`config.mk`:
```
export PLATFORM = sky130hd
export DESIGN_NAME = param_seq_alu
export DESIGN_NICKNAME = d
export VERILOG_FILES = /design/src/rtl/alu_pkg.sv /design/src/rtl/seq_shift_add_mult.sv /design/src/rtl/param_seq_alu.sv
export SDC_FILE = /design/constraint.sdc
export NUM_CORES = 1
export LEC_CHECK = 0
export ABC_AREA = 1
export CAP_MARGIN = 25
export CORE_UTILIZATION = 35
export DETAILED_ROUTE_END_ITERATION = 7
export GPL_TIMING_DRIVEN = 0
export PLACE_DENSITY_LB_ADDON = 0.1
export SETUP_SLACK_MARGIN = 0.1
export SYNTH_ARGS = -nofsm -noshare
export SYNTH_HDL_FRONTEND = slang
export SYNTH_SLANG_ARGS = --single-unit
```
`constraint.sdc`:
```
create_clock -name clk -period 3.2 [get_ports clk]
set_clock_uncertainty 0.1 [all_clocks]
set_input_delay 0.96 -clock clk [delete_from_list [all_inputs] [get_ports clk]]
set_output_delay 0.96 -clock clk [all_outputs]
set_load 0.02 [all_outputs]
```
`src/rtl/alu_pkg.sv`:
```
// Shared definitions for param_seq_alu: opcodes, FSM encoding and the flag bundle.
package alu_pkg;

  localparam logic [3:0] OP_ADD = 4'd0;
  localparam logic [3:0] OP_SUB = 4'd1;
  localparam logic [3:0] OP_CMP = 4'd2;
  localparam logic [3:0] OP_AND = 4'd3;
  localparam logic [3:0] OP_OR  = 4'd4;
  localparam logic [3:0] OP_NOT = 4'd5;
  localparam logic [3:0] OP_INC = 4'd6;
  localparam logic [3:0] OP_DEC = 4'd7;
  localparam logic [3:0] OP_XOR = 4'd8;
  localparam logic [3:0] OP_SHL = 4'd9;
  localparam logic [3:0] OP_SHR = 4'd10;
  localparam logic [3:0] OP_MUL = 4'd11;

  typedef enum logic [1:0] {
    IDLE = 2'd0,
    MUL  = 2'd1,
    DONE = 2'd2
  } state_t;

  typedef struct packed {
    logic carry;
    logic overflow;
    logic zero;
    logic negative;
    logic illegal;
  } flags_t;

endpackage

```
`src/rtl/seq_shift_add_mult.sv`:
```
// Unsigned shift-add multiplier: one multiplier bit per cycle, WIDTH cycles per product.
module seq_shift_add_mult #(
  parameter int WIDTH = 8
) (
  input  logic               clk,
  input  logic               rst_n,
  input  logic               start,
  input  logic [WIDTH-1:0]   a,
  input  logic [WIDTH-1:0]   b,
  output logic               busy,
  output logic               done,
  output logic [2*WIDTH-1:0] product
);

  localparam int CW = $clog2(WIDTH + 1);

  logic [WIDTH-1:0]   mcand;
  logic [2*WIDTH-1:0] prod;
  logic [CW-1:0]      cnt;
  logic [WIDTH:0]     partial;

  // Upper half accumulates; lower half holds the not-yet-consumed multiplier bits.
  assign partial = {1'b0, prod[2*WIDTH-1:WIDTH]} + (prod[0] ? {1'b0, mcand} : '0);
  assign product = prod;

  always_ff @(posedge clk or negedge rst_n) begin
    if (!rst_n) begin
      mcand <= '0;
      prod  <= '0;
      cnt   <= '0;
      busy  <= 1'b0;
      done  <= 1'b0;
    end else begin
      done <= 1'b0;
      if (start) begin
        mcand <= a;
        prod  <= {{WIDTH{1'b0}}, b};
        cnt   <= CW'(WIDTH);
        busy  <= 1'b1;
      end else if (busy) begin
        prod <= {partial, prod[WIDTH-1:1]};
        cnt  <= cnt - 1'b1;
        if (cnt == CW'(1)) begin
          busy <= 1'b0;
          done <= 1'b1;
        end
      end
    end
  end

endmodule

```
`src/rtl/param_seq_alu.sv`:
```
// Registered valid/ready ALU with multi-cycle multiply.
// Define PARAM_SEQ_ALU_SAT_EN to saturate ADD/SUB/INC/DEC on signed overflow.
module param_seq_alu
  import alu_pkg::*;
#(
  parameter int WIDTH = 8
) (
  input  logic             clk,
  input  logic             rst_n,
  input  logic             in_valid,
  output logic             in_ready,
  input  logic [WIDTH-1:0] a,
  input  logic [WIDTH-1:0] b,
  input  logic             cin,
  input  logic [3:0]       op,
  output logic             out_valid,
  input  logic             out_ready,
  output logic [WIDTH-1:0] result,
  output logic [WIDTH-1:0] result_hi,
  output logic             carry,
  output logic             overflow,
  output logic             zero,
  output logic             negative,
  output logic             illegal
);

  localparam int SHW = $clog2(WIDTH);

  state_t             state, state_nxt;
  logic               accept, start_mul, start_single, load_mul;
  logic               mul_busy, mul_done;
  logic [2*WIDTH-1:0] mul_prod;
  logic [WIDTH-1:0]   alu_res;
  logic [WIDTH:0]     ext;
  logic [SHW-1:0]     sh;
  flags_t             alu_flags, flags_q;

  assign in_ready     = (state == IDLE) | ((state == DONE) & out_ready);
  assign out_valid    = (state == DONE);
  assign accept       = in_valid & in_ready;
  assign start_mul    = accept & (op == OP_MUL);
  assign start_single = accept & (op != OP_MUL);

  seq_shift_add_mult #(.WIDTH(WIDTH)) u_mult (
    .clk     (clk),
    .rst_n   (rst_n),
    .start   (start_mul),
    .a       (a),
    .b       (b),
    .busy    (mul_busy),
    .done    (mul_done),
    .product (mul_prod)
  );

  always_ff @(posedge clk or negedge rst_n) begin
    if (!rst_n) state <= IDLE;
    else        state <= state_nxt;
  end

  always_comb begin
    state_nxt = state;
    load_mul  = 1'b0;
    case (state)
      IDLE: if (accept) state_nxt = start_mul ? MUL : DONE;
      MUL: begin
        if (mul_done & ~mul_busy) begin
          load_mul  = 1'b1;
          state_nxt = DONE;
        end
      end
      DONE: if (out_ready) state_nxt = in_valid ? (start_mul ? MUL : DONE) : IDLE;
      default: state_nxt = IDLE;
    endcase
  end

  always_comb begin
    alu_res   = '0;
    ext       = '0;
    alu_flags = '0;
    sh        = b[SHW-1:0];
    case (op)
      OP_ADD: begin
        ext                = {1'b0, a} + {1'b0, b} + {{WIDTH{1'b0}}, cin};
        alu_res            = ext[WIDTH-1:0];
        alu_flags.carry    = ext[WIDTH];
        alu_flags.overflow = (a[WIDTH-1] == b[WIDTH-1]) & (alu_res[WIDTH-1] != a[WIDTH-1]);
      end
      OP_SUB: begin
        ext                = {1'b0, a} - {1'b0, b};
        alu_res            = ext[WIDTH-1:0];
        alu_flags.carry    = ext[WIDTH];
        alu_flags.overflow = (a[WIDTH-1] != b[WIDTH-1]) & (alu_res[WIDTH-1] != a[WIDTH-1]);
      end
      OP_CMP: alu_res = {{(WIDTH-3){1'b0}}, a > b, a == b, a < b};
      OP_AND: alu_res = a & b;
      OP_OR:  alu_res = a | b;
      OP_NOT: alu_res = ~a;
      OP_INC: begin
        ext                = {1'b0, a} + (WIDTH+1)'(1);
        alu_res            = ext[WIDTH-1:0];
        alu_flags.carry    = ext[WIDTH];
        alu_flags.overflow = ~a[WIDTH-1] & alu_res[WIDTH-1];
      end
      OP_DEC: begin
        ext                = {1'b0, a} - (WIDTH+1)'(1);
        alu_res            = ext[WIDTH-1:0];
        alu_flags.carry    = ext[WIDTH];
        alu_flags.overflow = a[WIDTH-1] & ~alu_res[WIDTH-1];
      end
      OP_XOR: alu_res = a ^ b;
      OP_SHL: begin
        // The extra top bit catches the last bit shifted out.
        ext             = {1'b0, a} << sh;
        alu_res         = ext[WIDTH-1:0];
        alu_flags.carry = ext[WIDTH];
      end
      OP_SHR: alu_res = a >> sh;
      OP_MUL: ;
      default: alu_flags.illegal = 1'b1;
    endcase
`ifdef PARAM_SEQ_ALU_SAT_EN
    // Overflow direction always follows the sign of operand a for these four ops.
    if (alu_flags.overflow)
      alu_res = a[WIDTH-1] ? {1'b1, {(WIDTH-1){1'b0}}} : {1'b0, {(WIDTH-1){1'b1}}};
`else
    // wrap-around arithmetic only
`endif
    alu_flags.zero     = (alu_res == '0) & ~alu_flags.illegal;
    alu_flags.negative = alu_res[WIDTH-1];
  end

  always_ff @(posedge clk or negedge rst_n) begin
    if (!rst_n) begin
      result    <= '0;
      result_hi <= '0;
      flags_q   <= '0;
    end else if (start_single) begin
      result    <= alu_res;
      result_hi <= '0;
      flags_q   <= alu_flags;
    end else if (load_mul) begin
      result           <= mul_prod[WIDTH-1:0];
      result_hi        <= mul_prod[2*WIDTH-1:WIDTH];
      flags_q          <= '0;
      flags_q.zero     <= (mul_prod == '0);
      flags_q.negative <= mul_prod[2*WIDTH-1];
    end
  end

  assign carry    = flags_q.carry;
  assign overflow = flags_q.overflow;
  assign zero     = flags_q.zero;
  assign negative = flags_q.negative;
  assign illegal  = flags_q.illegal;

endmodule

```
== After elaboration in Yosys (flattened, before gate mapping) ==
Cells that the tools add are included.
Widths: inputs -> output; s select.
Storage, ports and cells
  bits in registers: 53
  input port bits: 25
  output and inout port bits: 23
  word-level logic and storage cells: 102
Operators by class
  add/sub/neg operators: 7
  $lt $le $gt $ge: 2
  equality and inequality tests: 23
  shift operators: 2
  multiplexer cells: 29
  bitwise logic cells: 18
  reductions and logical operators: 8
Operator list (number)
  $pmux 8 s11: 1
  $mux 8: 5
  $mux 16: 2
  $eq 4x3->1 const B: 4
  $eq 4x4->1 const B: 4
  $logic_not 16->1: 1
  $reduce_or 12->1: 1
  $and 1x1->1: 10
  $mux 2: 5
  $mux 5: 2
  $add 8x1->9 const B: 1
  $add 8x8->9: 1
  $add 8x9->9: 1
  $add 9x1->9: 1
  $mux 1: 9
  $shl 8x3->9: 1
  $sub 8x1->9 const B: 1
  $sub 8x8->9: 1
  $and 8x8->8: 1
  $eq 4x1->1 const B: 2
  $eq 4x2->1 const B: 2
  $eq 8x8->1: 1
  $gt 8x8->1: 1
  $logic_not 8->1: 1
  23 further kinds: 30

== Logic depth before layout (Yosys ltp) ==
Gate-level depths: netlist of run 1.
  depth in word-level cells: 9
  depth in mapped cells: 18
  depth with buffers taken out: 17

== Hierarchy ==
From an unflattened synthesis of run 1, not the netlist that was laid out.
Second synthesis, totals
  cells, all modules: 795
  area total of the unflattened synthesis: 5042.3 µm²
Modules (own cells, without submodules)
  param_seq_alu: times used 1, cells an instance 592, area each 3384.5 µm², sequential area each 575.6 µm²
  seq_shift_add_mult: times used 1, cells an instance 203, area each 1657.8 µm², sequential area each 750.7 µm²

== Least setup slack after synthesis of run 1 ==
No wires, ideal clock.
  path kind: in2reg
  start: input port b[1]
  end: register, netlist name negative
  library setup time: 0.134 ns
  arrival time: 2.678 ns
  required time: 2.966 ns
  path slack: 0.288 ns
  stages on the path: 13
  path buffers: 2
  path through: buf_2 > inv_2 > buf_2 > ha_1 > nor2_2 > nand2_1 > nand2_1 > nand3_1 > nand2_1 > xor2_1 > nor2_1 > o21ai_1 > o211ai_1
Between the ends
  longest elaborated chain between the ends: 4
  elaborated cells on any way between the ends: 7
  those cells by class: 3 x add/sub; 2 x shift; 2 x mux
RTL lines
  from (decl): RTL line param_seq_alu.sv:13  | input logic [WIDTH-1:0] b,
  $add 8x8->9: RTL line param_seq_alu.sv:83  | ext = {1'b0, a} + {1'b0, b} + {{WIDTH{1'b0}}, cin};
  $add 9x1->9: RTL line param_seq_alu.sv:83
  $pmux 8 s11 (*): RTL line param_seq_alu.sv:81  | case (op)
  $mux 5 (*): RTL line param_seq_alu.sv:137  | end else if (start_single) begin
Every way passes the cells marked *; elsewhere a longest branch is shown, timed or not.
A chain may end at the register's enable or synchronous reset.

== Worst setup path in the final report of run 1 ==
  start: input port out_ready
  end: output port in_ready
Between the ends
  longest elaborated chain between the ends: 2
RTL lines
  from (decl): RTL line param_seq_alu.sv:17  | input logic out_ready,
  $and 1x1->1: RTL line param_seq_alu.sv:38  | assign in_ready = (state == IDLE) | ((state == DONE) & out_ready);
  $or 1x1->1: RTL line param_seq_alu.sv:38
  to (decl): RTL line param_seq_alu.sv:11  | output logic in_ready,
Every way passes these cells.

==> impl_metrics.tcl, run 1 <==
set metrics [dict create \
    clock_path_buffers 2 \
    power_density_nw_per_um2 436 \
    r2r_setup_slack_ps 580 \
    drive_gt1_share_pct 15.9 \
    cp.arrival_ps 1970 \
    drt_iter0_drc 405 \
    path_max_fanout 2 \
    fin_crit_ps 3030 \
    start_util_pct 35.9 \
    hold_path.class "flip-flop to flip-flop" \
    chipHeight_um 121 \
    critPathLaunchType "primary input" \
    synth_area_leader_cell "dfrtp_1" \
    fin_crit_sh_pct 94.8 \
    fin_util_pct 44.8 \
    die-area_um2 14700 \
    post_dp_cell_area_um2 5690 \
    rsz0062_at_grt "yes" \
    hold_buffers 0 \
    power.leakage_nw 3.13 \
    synthTopCellsByArea "dfrtp_1, nand2_1, ha_1" \
    detail-route-antenna-nets 0 \
    relSlewSlack_pct 66.4 \
    peakVddDrop_v 0.000223 \
    ys_ff_latch 53 \
    core_area_um2 13900 \
    hold_viol 0 \
    rows 43 \
    slew_violations 0 \
    track_usage_pct 24.5 \
    synth-edff-count 0 \
    hold-path-cell-count 2 \
    worstHoldStart "u_mult.mcand[7]" \
    via_per_inst 5.28 \
    path_clk_slew_ps 70 \
    fin_area_um2 6210 \
    syn_area_per_cell_um2 6.39 \
    cap_violations 0 \
    multi_input_area_um2 3320 \
    status "finished clean" \
    path_class "primary input to output pin" \
    drc 0 \
    r2r-end "u_mult.product[15]" \
    io_pins 48 \
    cts_tree "done" \
    grt_max_degree 40 \
    totalWireLength_um 17600 \
    syn_inst 779 \
    insertion_delay_ps 300 \
    end_kind "output pin" \
    place.gp.congestion 0.982 \
    dr.pass1.iters 7 \
    async_reset_ff_share_pct 100 \
    diodes 0 \
    grt_remaining_overflow 0 \
    cts_buffers 5 \
    final-seq-area_um2 1330 \
    io_buffers 47 \
    nets 917 \
    synth_top_flop_cell "dfrtp_1" \
    antenna_found_initial 0 \
    min_to "u_mult.mcand[7]" \
    dp_hpwl_um 14000 \
    syn_to_final_growth_pct 24.9 \
    r2r_start "u_mult.product[0]" \
    route.vias.total 5439 \
    h-tree-depth 2 \
    max_freq_mhz 330 \
    cp_data_required_time_ps 2140 \
    syn_nets 847 \
    clock-sinks 53 \
    synthDistinctLibCells 41 \
    ys_warn_count 0 \
    synth_area_um2 4980 \
    die_x_um 121 \
    setup_viol 0 \
    synth-seq-area-share_pct 26.6 \
    wl_per_cell_um 17.1 \
    ff2ff_path_depth 15 \
    synth_top_area_share_pct 26.6 \
    worstMarginPinSlew_ps 502 \
    grt_first_pass_wirelength_um 27400 \
    fillCellCount 1496 \
    cts-root-buf "clkbuf_16" \
    grt_pass1_vias 5093 \
]
-- critical path: stages --
cell	delay (ps)
clkdlybuf4s50_1	450
inv_1	50
a21oi_1	160
dlygate4sd2_1	360
-- stage by stage --
stage               TNS, ps  worst slack, ps  hold slack [ps]  instances  total power [W]
floorplan                 0              288              353        779          0.00167
global placement     -40090             -934              369       1006          0.00207
detailed placement    -8530             -964              374       1007          0.00209
CTS                   -43.8            -43.8              393       1023          0.00269
global route              0             49.2              409       1030          0.00290
finish                    0              168              388       1030          0.00271
-- how the worst max path moves through the flow --
stage	slack, ps	depth (start not counted)	to	startpoint
after floorplan	290	13	negative	b[1]
after global placement	-930	18	zero	a[0]
after detailed placement	-960	18	zero	a[0]
after CTS	-40	18	zero	b[1]
after global routing	50	18	zero	a[3]
final	170	4	in_ready	out_ready
-- registers in the layout, summed over array words and instances, names as in the netlist --
| register | count |
|---|---|
| overflow | 1 |
| u_mult.done | 1 |
| u_mult.busy | 1 |
| state | 2 |
| u_mult.product | 16 |
| u_mult.cnt | 4 |
| illegal | 1 |
| negative | 1 |
| result | 8 |
| u_mult.mcand | 8 |
| carry | 1 |
| zero | 1 |
| result_hi | 8 |
-- report_power, final --
group | internal, W | switching [W] | leakage (nW)
clock | 0.000296 | 0.000259 | 0.0744
combinational | 0.000442 | 0.000777 | 2.36
sequential | 0.000836 | 0.000101 | 0.698
total | 0.00157 | 0.00114 | 3.13
-- routing by layer --
layer / up-vias / track usage [%] / wire (µm)
li1: 2663 / - / -
met1: 2568 / 32.7 / 7930
met2: 176 / 41.4 / 8330
met3: 32 / 2.02 / 830
met4: 0 / 8.56 / 478
met5: - / 0 / 0
-- layout make-up --
class / count / share of cell area, %
inverters: 107 / 6.93
well taps: 180 / 3.62
repair buffers: 63 / 9.24
plain buffers: 24 / 3.02
clock inverters: 3 / 0.423
multi-input cells: 595 / 53.4
clock buffers: 5 / 2.01
flip-flops and latches: 53 / 21.3
-- cell families after synthesis --
family,count (synthesis),synth area share [%]
AOI/OAI and AO/OA,108,12.7
xor gates and xnor gates,4,0.704
adders and majority gates,43,11.4
buffers and inverters,131,10.7
DFF,53,26.6
and+or+nand+nor,440,37.9
-- cells in the mapped netlist (all sizes together), types with 3 or more instances --
master / n
nor3: 10
clkbuf: 3
o211ai: 9
o221ai: 4
o21ai: 43
nand3b: 4
nand3: 74
ha: 39
o22ai: 9
buf: 21
nand4: 14
nand2: 243
nor2: 88
nor4: 4
dfrtp: 53
fa: 4
a22oi: 7
inv: 106
xor2: 4
a21oi: 29
-- placed cells by master, fill, tap and decap left out, types with 4 or more instances in the layout --
cell	Yosys	routed
buf_6	0	7
nor2_2	10	18
buf_4	4	20
nand3_1	74	69
o22ai_1	9	9
nor2_4	2	5
a21oi_2	1	9
inv_2	6	11
nand4_1	14	14
nor3_1	9	8
o221ai_1	4	4
clkbuf_16	0	5
a21oi_1	28	20
inv_4	1	4
o211ai_1	9	9
nand2_2	4	10
clkdlybuf4s50_1	0	29
buf_2	17	12
dfrtp_1	53	53
nand3b_1	4	4
nor2_1	76	65
nand3_2	0	4
inv_1	99	87
ha_1	39	36
dlymetal6s2s_1	0	6
a22oi_1	7	7
o21ai_0	37	36
o21ai_1	6	6
clkinvlp_4	0	5
nand2_1	238	232
-- what timing repair did --
action,4_1_cts,5_1_grt
gates resized for setup,73,57
endpoints found under the setup margin,13,11
buffers inserted,8,7
pin swaps,7,16
cloned,0,0
Note: power is estimated with default switching activity, not from simulation.
==> run 2, diff against run 1 <==
--- a/config.mk
+++ b/config.mk
@@ -7,6 +7,7 @@
 export LEC_CHECK = 0
 export ABC_AREA = 1
 export CAP_MARGIN = 25
+export CORE_ASPECT_RATIO = 1.25
 export CORE_UTILIZATION = 35
 export DETAILED_ROUTE_END_ITERATION = 7
 export GPL_TIMING_DRIVEN = 0
@@ -15,3 +16,4 @@
 export SYNTH_ARGS = -nofsm -noshare
 export SYNTH_HDL_FRONTEND = slang
 export SYNTH_SLANG_ARGS = --single-unit
+export TNS_END_PERCENT = 20
==> impl_metrics.tcl, run 2 (synthesis gave the netlist of run 1 again) <==
set metrics [dict create \
    status "finished clean" \
    track_usage_pct 25.7 \
    grt_max_degree 40 \
    cts_buffers 5 \
    dp_hpwl_um 14400 \
    drc 0 \
    route.vias.total 5495 \
    fin_crit_sh_pct 94.6 \
    cp_data_required_time_ps 2140 \
    setup_viol 0 \
    power_density_nw_per_um2 427 \
    largest_reg_flops 16 \
    detail-route-antenna-nets 0 \
    place.gp.congestion 0.924 \
    chipHeight_um 135 \
    diodes 0 \
    relSlewSlack_pct 67.6 \
    drive_gt1_share_pct 17.1 \
    end_kind "output pin" \
    cap_violations 0 \
    die_x_um 109 \
    critPathLaunchType "primary input" \
    nets 931 \
    die-area_um2 14700 \
    antenna_found_initial 0 \
    cts_tree "done" \
    core_area_um2 13900 \
    path_class "primary input to output pin" \
    drt_iter0_drc 315 \
    cp_slowest_stage_delay_ps 450 \
    peakVddDrop_v 0.000403 \
    final-seq-area_um2 1330 \
    multi_input_area_um2 3320 \
    cp_slowest_cell "clkdlybuf4s50_1" \
    rsz0062_at_grt "yes" \
    finalPower_w 0.00270 \
    insertion_delay_ps 300 \
    final_cell_mix "nand2_1, inv_1, nand3_1, nor2_1, dfrtp_1" \
    fin_area_um2 6320 \
    path_cells "clkdlybuf4s50_1 > inv_1 > a21oi_1 > dlygate4sd2_1" \
    path_max_fanout 2 \
    io_pins 48 \
    grt_pass1_vias 5242 \
    clock_path_buffers 2 \
    max_freq_mhz 331 \
    fillCellCount 1475 \
    setup_tns_ps 0 \
    io_buffers 47 \
    grt_remaining_overflow 0 \
    rows 48 \
    post_dp_cell_area_um2 5680 \
    grt_first_pass_wirelength_um 28200 \
    fin_crit_ps 3030 \
    start_util_pct 35.9 \
    hold_viol 0 \
    cts-root-buf "clkbuf_16" \
    via_per_inst 5.29 \
    path_clk_slew_ps 70 \
    cp.arrival_ps 1970 \
    clock-sinks 53 \
    totalWireLength_um 18400 \
    h-tree-depth 2 \
    hold_slack_ps 382 \
    syn_to_final_growth_pct 27.0 \
    dr.pass1.iters 4 \
    wl_per_cell_um 17.7 \
    slew_violations 0 \
    power.leakage_nw 3.18 \
    hold_path.class "flip-flop to flip-flop" \
    final_common_cell "nand2_1" \
    worstMarginPinSlew_ps 484 \
]
## run 2: worst max-delay path, delay by kind of cell
kind            cells  cell delay [ps]
compound gates      1              160
buf+inv             3              850
## run 2: per-stage QoR
stage / util [%] / cells / worst slack [ps]
5_1_grt: 45.6 / 1038 / 45.7
2_1_floorplan: - / 779 / 288
3_3_place_gp: 40.8 / 1001 / -1100
4_1_cts: 43.9 / 1023 / -79.9
3_5_place_dp: 41.0 / 1002 / -1090
6_report: 45.6 / 1038 / 174
## run 2: metal layers
metal	vias to the layer above	wire (µm)	part of all wire, %	GRT usage, %
met5	-	0	0	0
met1	2581	7170	39	29.3
met2	174	9470	52	47.6
met4	0	978	5.3	13.1
met3	48	738	4.0	1.59
li1	2692	-	-	-
## run 2: report_power, final
group / leakage (nW) / switching [W] / internal, W
registers: 0.698 / 0.000103 / 0.000837
clock network: 0.0669 / 0.000240 / 0.000288
logic: 2.41 / 0.000778 / 0.000455
total: 3.18 / 0.00112 / 0.00158
## run 2: path summary, 6_finish.rpt
kind / cells after the start / to / slack (ps) / start
setup / recovery: 4 / in_ready / 170 / out_ready
max in group asynchronous: 2 / negative / 2000 / rst_n
hold / removal: 2 / u_mult.mcand[2] / 380 / u_mult.mcand[2]
hold reg to reg: 2 / u_mult.mcand[2] / 380 / u_mult.mcand[2]
setup reg to reg: 15 / u_mult.product[15] / 580 / u_mult.product[0]
min in group asynchronous: 1 / u_mult.cnt[2] / 470 / rst_n
## run 2: timing repair
item,in CTS,in global routing
buffers inserted,14,15
hold endpoints to repair,0,0
pin swaps,8,20
gates resized for setup,70,68
endpoints found under the setup margin,13,12
hold buffers,0,0
## run 2: area by class of cell
class | count | share of cell area [%]
plain buffers | 24 | 3.05
clock buffers | 6 | 2.04
clock inverters | 1 | 0.139
inverters | 107 | 6.95
multi-input cells | 595 | 52.6
flip-flops and latches | 53 | 21.0
well taps | 175 | 3.46
repair buffers | 77 | 10.8
